<file path="config.mk">
export PLATFORM = sky130hd
export DESIGN_NAME = uart_tx_arbiter
export DESIGN_NICKNAME = d
export VERILOG_FILES = /design/src/rtl/uart_tx_arbiter.sv
export SDC_FILE = /design/constraint.sdc
export NUM_CORES = 1
export LEC_CHECK = 0
export ABC_AREA = 1
export CAP_MARGIN = 20
export CORE_MARGIN = 8
export CORE_UTILIZATION = 40
export CTS_CLUSTER_SIZE = 24
export DETAILED_ROUTE_END_ITERATION = 10
export PLACE_DENSITY = 0.68
export SLEW_MARGIN = 5
export SYNTH_ARGS = -nofsm -noshare
export SYNTH_HDL_FRONTEND = slang
export SYNTH_SLANG_ARGS = --single-unit
</file>
<file path="constraint.sdc">
create_clock -name clk -period 3.9 [get_ports clk]
set_input_delay 0.975 -clock clk [delete_from_list [all_inputs] [get_ports clk]]
set_output_delay 0.975 -clock clk [all_outputs]
set_load 0.02 [all_outputs]
</file>
<file path="src/rtl/uart_tx_arbiter.sv">
// Round-robin arbiter sharing one UART transmit path between NUM_REQ byte producers.
// Optional feature macro UART_TX_ARB_TAG_EN: each grant sends a {4'hA, index} header before the data byte.
module uart_tx_arbiter #(
    parameter  int NUM_REQ    = 4,
    parameter  int WIDTH      = 8,
    parameter  int GAP_CYCLES = 9000,
    localparam int GW         = (NUM_REQ > 1) ? $clog2(NUM_REQ) : 1
) (
    input  logic                     clk,
    input  logic                     rst,
    input  logic [NUM_REQ-1:0]       req,
    input  logic [NUM_REQ*WIDTH-1:0] din,
    output logic [NUM_REQ-1:0]       ack,
    output logic                     tx_trigger,
    output logic [WIDTH-1:0]         tx_in,
    output logic                     busy,
    output logic [GW-1:0]            grant_id
);

    localparam int CW = (GAP_CYCLES > 1) ? $clog2(GAP_CYCLES) : 1;

    typedef enum logic [1:0] {
        S_IDLE,
        S_SEND,
        S_GAP,
        S_HDR
    } state_t;

    state_t           r_state;
    state_t           w_next;
    logic [GW-1:0]    r_grant_id;
    logic [GW-1:0]    w_winner;
    logic             w_found;
    logic [WIDTH-1:0] r_tx_in;
    logic [WIDTH-1:0] w_win_byte;
    logic [CW-1:0]    r_cnt;
`ifdef UART_TX_ARB_TAG_EN
    logic [WIDTH-1:0] r_data;
    logic             r_data_pend;
`endif

    // Search starts one past the last winner, so the last winner has lowest priority.
    always_comb begin
        // NOTE: every combinational output gets a default first so no path can infer a latch.
        w_found  = 1'b0;
        w_winner = r_grant_id;
        for (int k = 1; k <= NUM_REQ; k++) begin
            if (!w_found && req[(int'(r_grant_id) + k) % NUM_REQ]) begin
                w_found  = 1'b1;
                w_winner = GW'((int'(r_grant_id) + k) % NUM_REQ);
            end
        end
    end

    assign w_win_byte = din[int'(w_winner)*WIDTH +: WIDTH];

    always_ff @(posedge clk or posedge rst) begin
        // NOTE: state and datapath registers use non-blocking assignments so all of them update together.
        if (rst) begin
            r_state <= S_IDLE;
        end else begin
            r_state <= w_next;
        end
    end

    always_comb begin
        w_next = r_state;
        case (r_state)
            S_IDLE: begin
                if (w_found) begin
`ifdef UART_TX_ARB_TAG_EN
                    w_next = S_HDR;
`else
                    w_next = S_SEND;
`endif
                end
            end
            S_HDR, S_SEND: w_next = S_GAP;
            S_GAP: begin
                if (r_cnt == '0) begin
`ifdef UART_TX_ARB_TAG_EN
                    w_next = r_data_pend ? S_SEND : S_IDLE;
`else
                    w_next = S_IDLE;
`endif
                end
            end
            default: w_next = S_IDLE;
        endcase
    end

    always_ff @(posedge clk or posedge rst) begin
        if (rst) begin
            r_tx_in    <= '0;
            r_grant_id <= GW'(NUM_REQ - 1);
            r_cnt      <= '0;
`ifdef UART_TX_ARB_TAG_EN
            r_data      <= '0;
            r_data_pend <= 1'b0;
`endif
        end else begin
            if (r_state == S_IDLE && w_found) begin
                r_grant_id <= w_winner;
`ifdef UART_TX_ARB_TAG_EN
                r_tx_in     <= WIDTH'({4'hA, 4'(w_winner)});
                r_data      <= w_win_byte;
                r_data_pend <= 1'b1;
`else
                r_tx_in <= w_win_byte;
`endif
            end
`ifdef UART_TX_ARB_TAG_EN
            // Header occupies tx_in until the data phase begins.
            if (r_state == S_GAP && w_next == S_SEND) begin
                r_tx_in <= r_data;
            end
            if (r_state == S_SEND) begin
                r_data_pend <= 1'b0;
            end
`endif
            if (r_state != S_GAP && w_next == S_GAP) begin
                r_cnt <= CW'(GAP_CYCLES - 1);
            end else if (r_state == S_GAP && r_cnt != '0) begin
                r_cnt <= r_cnt - CW'(1);
            end
        end
    end

    assign tx_trigger = (r_state == S_SEND) || (r_state == S_HDR);
    assign busy       = (r_state != S_IDLE);
    assign tx_in      = r_tx_in;
    assign grant_id   = r_grant_id;

    always_comb begin
        ack = '0;
        if (r_state == S_SEND) begin
            ack[r_grant_id] = 1'b1;
        end
    end

endmodule

</file>
==> impl_metrics.yaml <==
final_layout:
  fillCellCount: 457
  multi_input_area_mm2: 0.00114
  drive_above_1_share: 0.119
  seqCellArea_um2: 653
  syn2layout_area_growth_pct: 29.7
  diodes: 0
  final_nets: 355
sta:
  setup-tns-final_ns: 0
  maxSlewViolCount: 0
  finalSetupViolCount: 0
  period_minus_slack_ns: 3.01
  fin_skew_ns: 0.00608
  setup_ws_ns: 0.894
  tightest_slew_ns: 0.445
  timing.fmax_mhz: 333
  hold_viol_final: 0
  fin_crit_sh: 0.771
  max-slew-margin-rel: 0.703
  rsz0062_at_grt: "false"
power_and_ir_drop:
  p_leak_nw: 1.18
  p_int_w: 0.00103
  peakVddDrop_mv: 0.631
  combPwrFrac: 0.709
  p_per_area_mw_per_mm2: 859
  clock_power_share: 0.076
  p_sw_w: 0.00121
  swShare: 0.540
  power_frac_seq: 0.214
setup_path:
  reg2regPathDepth: 12
  start_kind: "flip-flop"
  crit_required_ns: 2.92
  crit_fanout: 11
  worstSetupEndpointType: "output port"
  cp.arrival_ns: 2.03
  critical_path_class: "flip-flop to output port"
  rr_startpoint: "grant_id[0]$_DFFE_PP1P_"
  cp-startpoint: "grant_id[0]$_DFFE_PP1P_"
  reg2reg_slack_ns: 1.43
min_path:
  holdPathStages: 2
  hold_class: "flip-flop to flip-flop"
  hold_start: "tx_in[1]$_DFFE_PP0P_"
cts:
  path_clk_slew_ns: 0.08
  post_cts_resize_count: 0
  post_cts_buffers: 0
  htree_num_levels: 1
  clock_path_buffers: 2
  cts_tree: "built"
  postCtsHoldBufs: 0
  cts_root_buf: "clkbuf_8"
  clk_latency_ns: 0.27
  cts_made_buffers: 3
  cts_num_sinks: 26
routing:
  wire_per_inst_um: 12.9
  drtIter0Drc: 55
  vias_per_cell: 4.97
  remaining_drc_errors: 0
  final_antenna_net_count: 0
  vias: 1877
  first_pass_iters: 4
  finalWirelength_um: 4880
placed_design:
  detailed_place_hpwl_um: 3840
  dp_slack_ns: 0.953
  gp_congestion: 0.865
  port_buffers: 53
die:
  num_rows: 25
  die_h_um: 86.8
  start_util: 0.419
  core_mm2: 0.00479
  die_w_um: 86.8
  die-area_mm2: 0.00754
  ioPinCount: 54
logic_synthesis:
  syn_area_mm2: 0.00201
  yosysWarnings: 0
  syn_area_per_cell_um2: 7.60
  syn-num-nets: 307
  synthDistinctLibCells: 28
  ys_seq_elements: 26
  netlist_instances: 264
  ys_seq_area_frac: 0.326
run_status:
  status: "completed"
global_route:
  grt_pass1_vias: 1894
  gr-total-overflow: 0
  grt_start_max_net_pins: 27
  antenna_found_initial: 0
  grt_pass1_wl_um: 8710
  track_usage: 0.141
flow_run:
  max_cap_violations: 0
[metal layers]
| metal | global-route usage | wire (um) |
|---|---|---|
| met1 | 0.177 | 2250 |
| met2 | 0.213 | 2130 |
| met3 | 0.0577 | 431 |
| met4 | 0.0407 | 65 |
| met5 | 0 | 0 |
[synthesized netlist by cell type, drive strengths merged]
| master | instances | area, um^2 |
|---|---|---|
| nor3 | 5 | 25.0 |
| nand3b | 2 | 15.0 |
| nand2 | 58 | 323 |
| ha | 5 | 62.6 |
| or2 | 1 | 6.26 |
| buf | 9 | 81.3 |
| o21ai | 14 | 70.1 |
| nand4 | 3 | 18.8 |
| dfstp | 2 | 52.6 |
| nor2 | 20 | 75.1 |
| clkbuf | 2 | 7.51 |
| nand3 | 82 | 475 |
| o21bai | 1 | 7.51 |
| xnor2 | 1 | 8.76 |
| inv | 27 | 119 |
| a21oi | 3 | 15.0 |
| nor3b | 1 | 7.51 |
| xor2 | 4 | 35.0 |
| dfrtp | 24 | 601 |
[cells by family (layout without fill, tap and decap cells)]
group | Yosys count | in the layout | synth area share
adder cells (fa/ha/maj) | 5 | 5 | 0.0312
buffers and inverters | 38 | 85 | 0.104
XOR/XNOR | 5 | 5 | 0.0218
flip-flops | 26 | 26 | 0.326
AND/OR/NAND/NOR | 172 | 172 | 0.472
AO/OA/AOI/OAI | 18 | 18 | 0.0462
[state kept, by name, indices dropped and copies added (netlist names)]
signal,count
r_cnt,14
tx_in,8
grant_id,2
r_state,2
[cell type report]
type                    count  area share
flip-flops and latches     26       0.251
inverters                  27      0.0457
well taps                  67      0.0322
multi-input cells         200       0.440
repair buffers             54       0.210
clock buffers               4      0.0212
[path summary, 6_finish.rpt]
| path | endpoint |
|---|---|
| worst max-delay path | ack[1] |
| worst min-delay path | tx_in[1]$_DFFE_PP0P_ |
| worst max register to register | tx_in[0]$_DFFE_PP0P_ |
| worst min register to register | tx_in[1]$_DFFE_PP0P_ |
| max in group asynchronous | grant_id[0]$_DFFE_PP1P_ |
| min in group asynchronous | tx_in[6]$_DFFE_PP0P_ |
[per-stage QoR]
step / hold slack [ns] / instance area (um^2) / power, W / cells / utilization
after floorplan: 0.471 / 2010 / 0.00175 / 264 / -
after global placement: 0.465 / 2530 / 0.00208 / 373 / 0.529
after detailed placement: 0.469 / 2530 / 0.00207 / 373 / 0.529
after CTS: 0.494 / 2590 / 0.00225 / 377 / 0.540
after global routing: 0.521 / 2600 / 0.00245 / 378 / 0.544
final: 0.486 / 2600 / 0.00223 / 378 / 0.544
[worst max-delay path: stages, from the launching register on]
cell             delay, ns
dfstp_2               0.79
ha_1                  0.21
inv_1                 0.04
nor2_1                0.10
clkdlybuf4s50_1       0.62
[power by group through the flow]
stage	Clock [W]	Combinational [W]	Sequential, W
2_1_floorplan	0	0.00125	0.000498
3_3_place_gp	0	0.00159	0.000484
3_5_place_dp	0	0.00158	0.000487
4_1_cts	0.000177	0.00159	0.000481
5_1_grt	0.000190	0.00177	0.000493
6_report	0.000171	0.00158	0.000479
[cells in the final DEF, fill, tap and decap left out, types with 2 or more instances in the layout]
cell type and count:
nand3_2 8, nand3b_1 2, clkdlybuf4s50_1 53, nand2_4 13, ha_1 5, nor2_1 20, nand3_1 72, inv_4 2
xor2_1 4, inv_1 24, o21ai_0 14, nor3_1 5, a21oi_1 3, nand4_1 3, nand2_1 42, clkbuf_8 4
nand3_4 2, dfstp_2 2, dfrtp_1 24, nand2_2 3
Power figures use the tool's default switching activity.
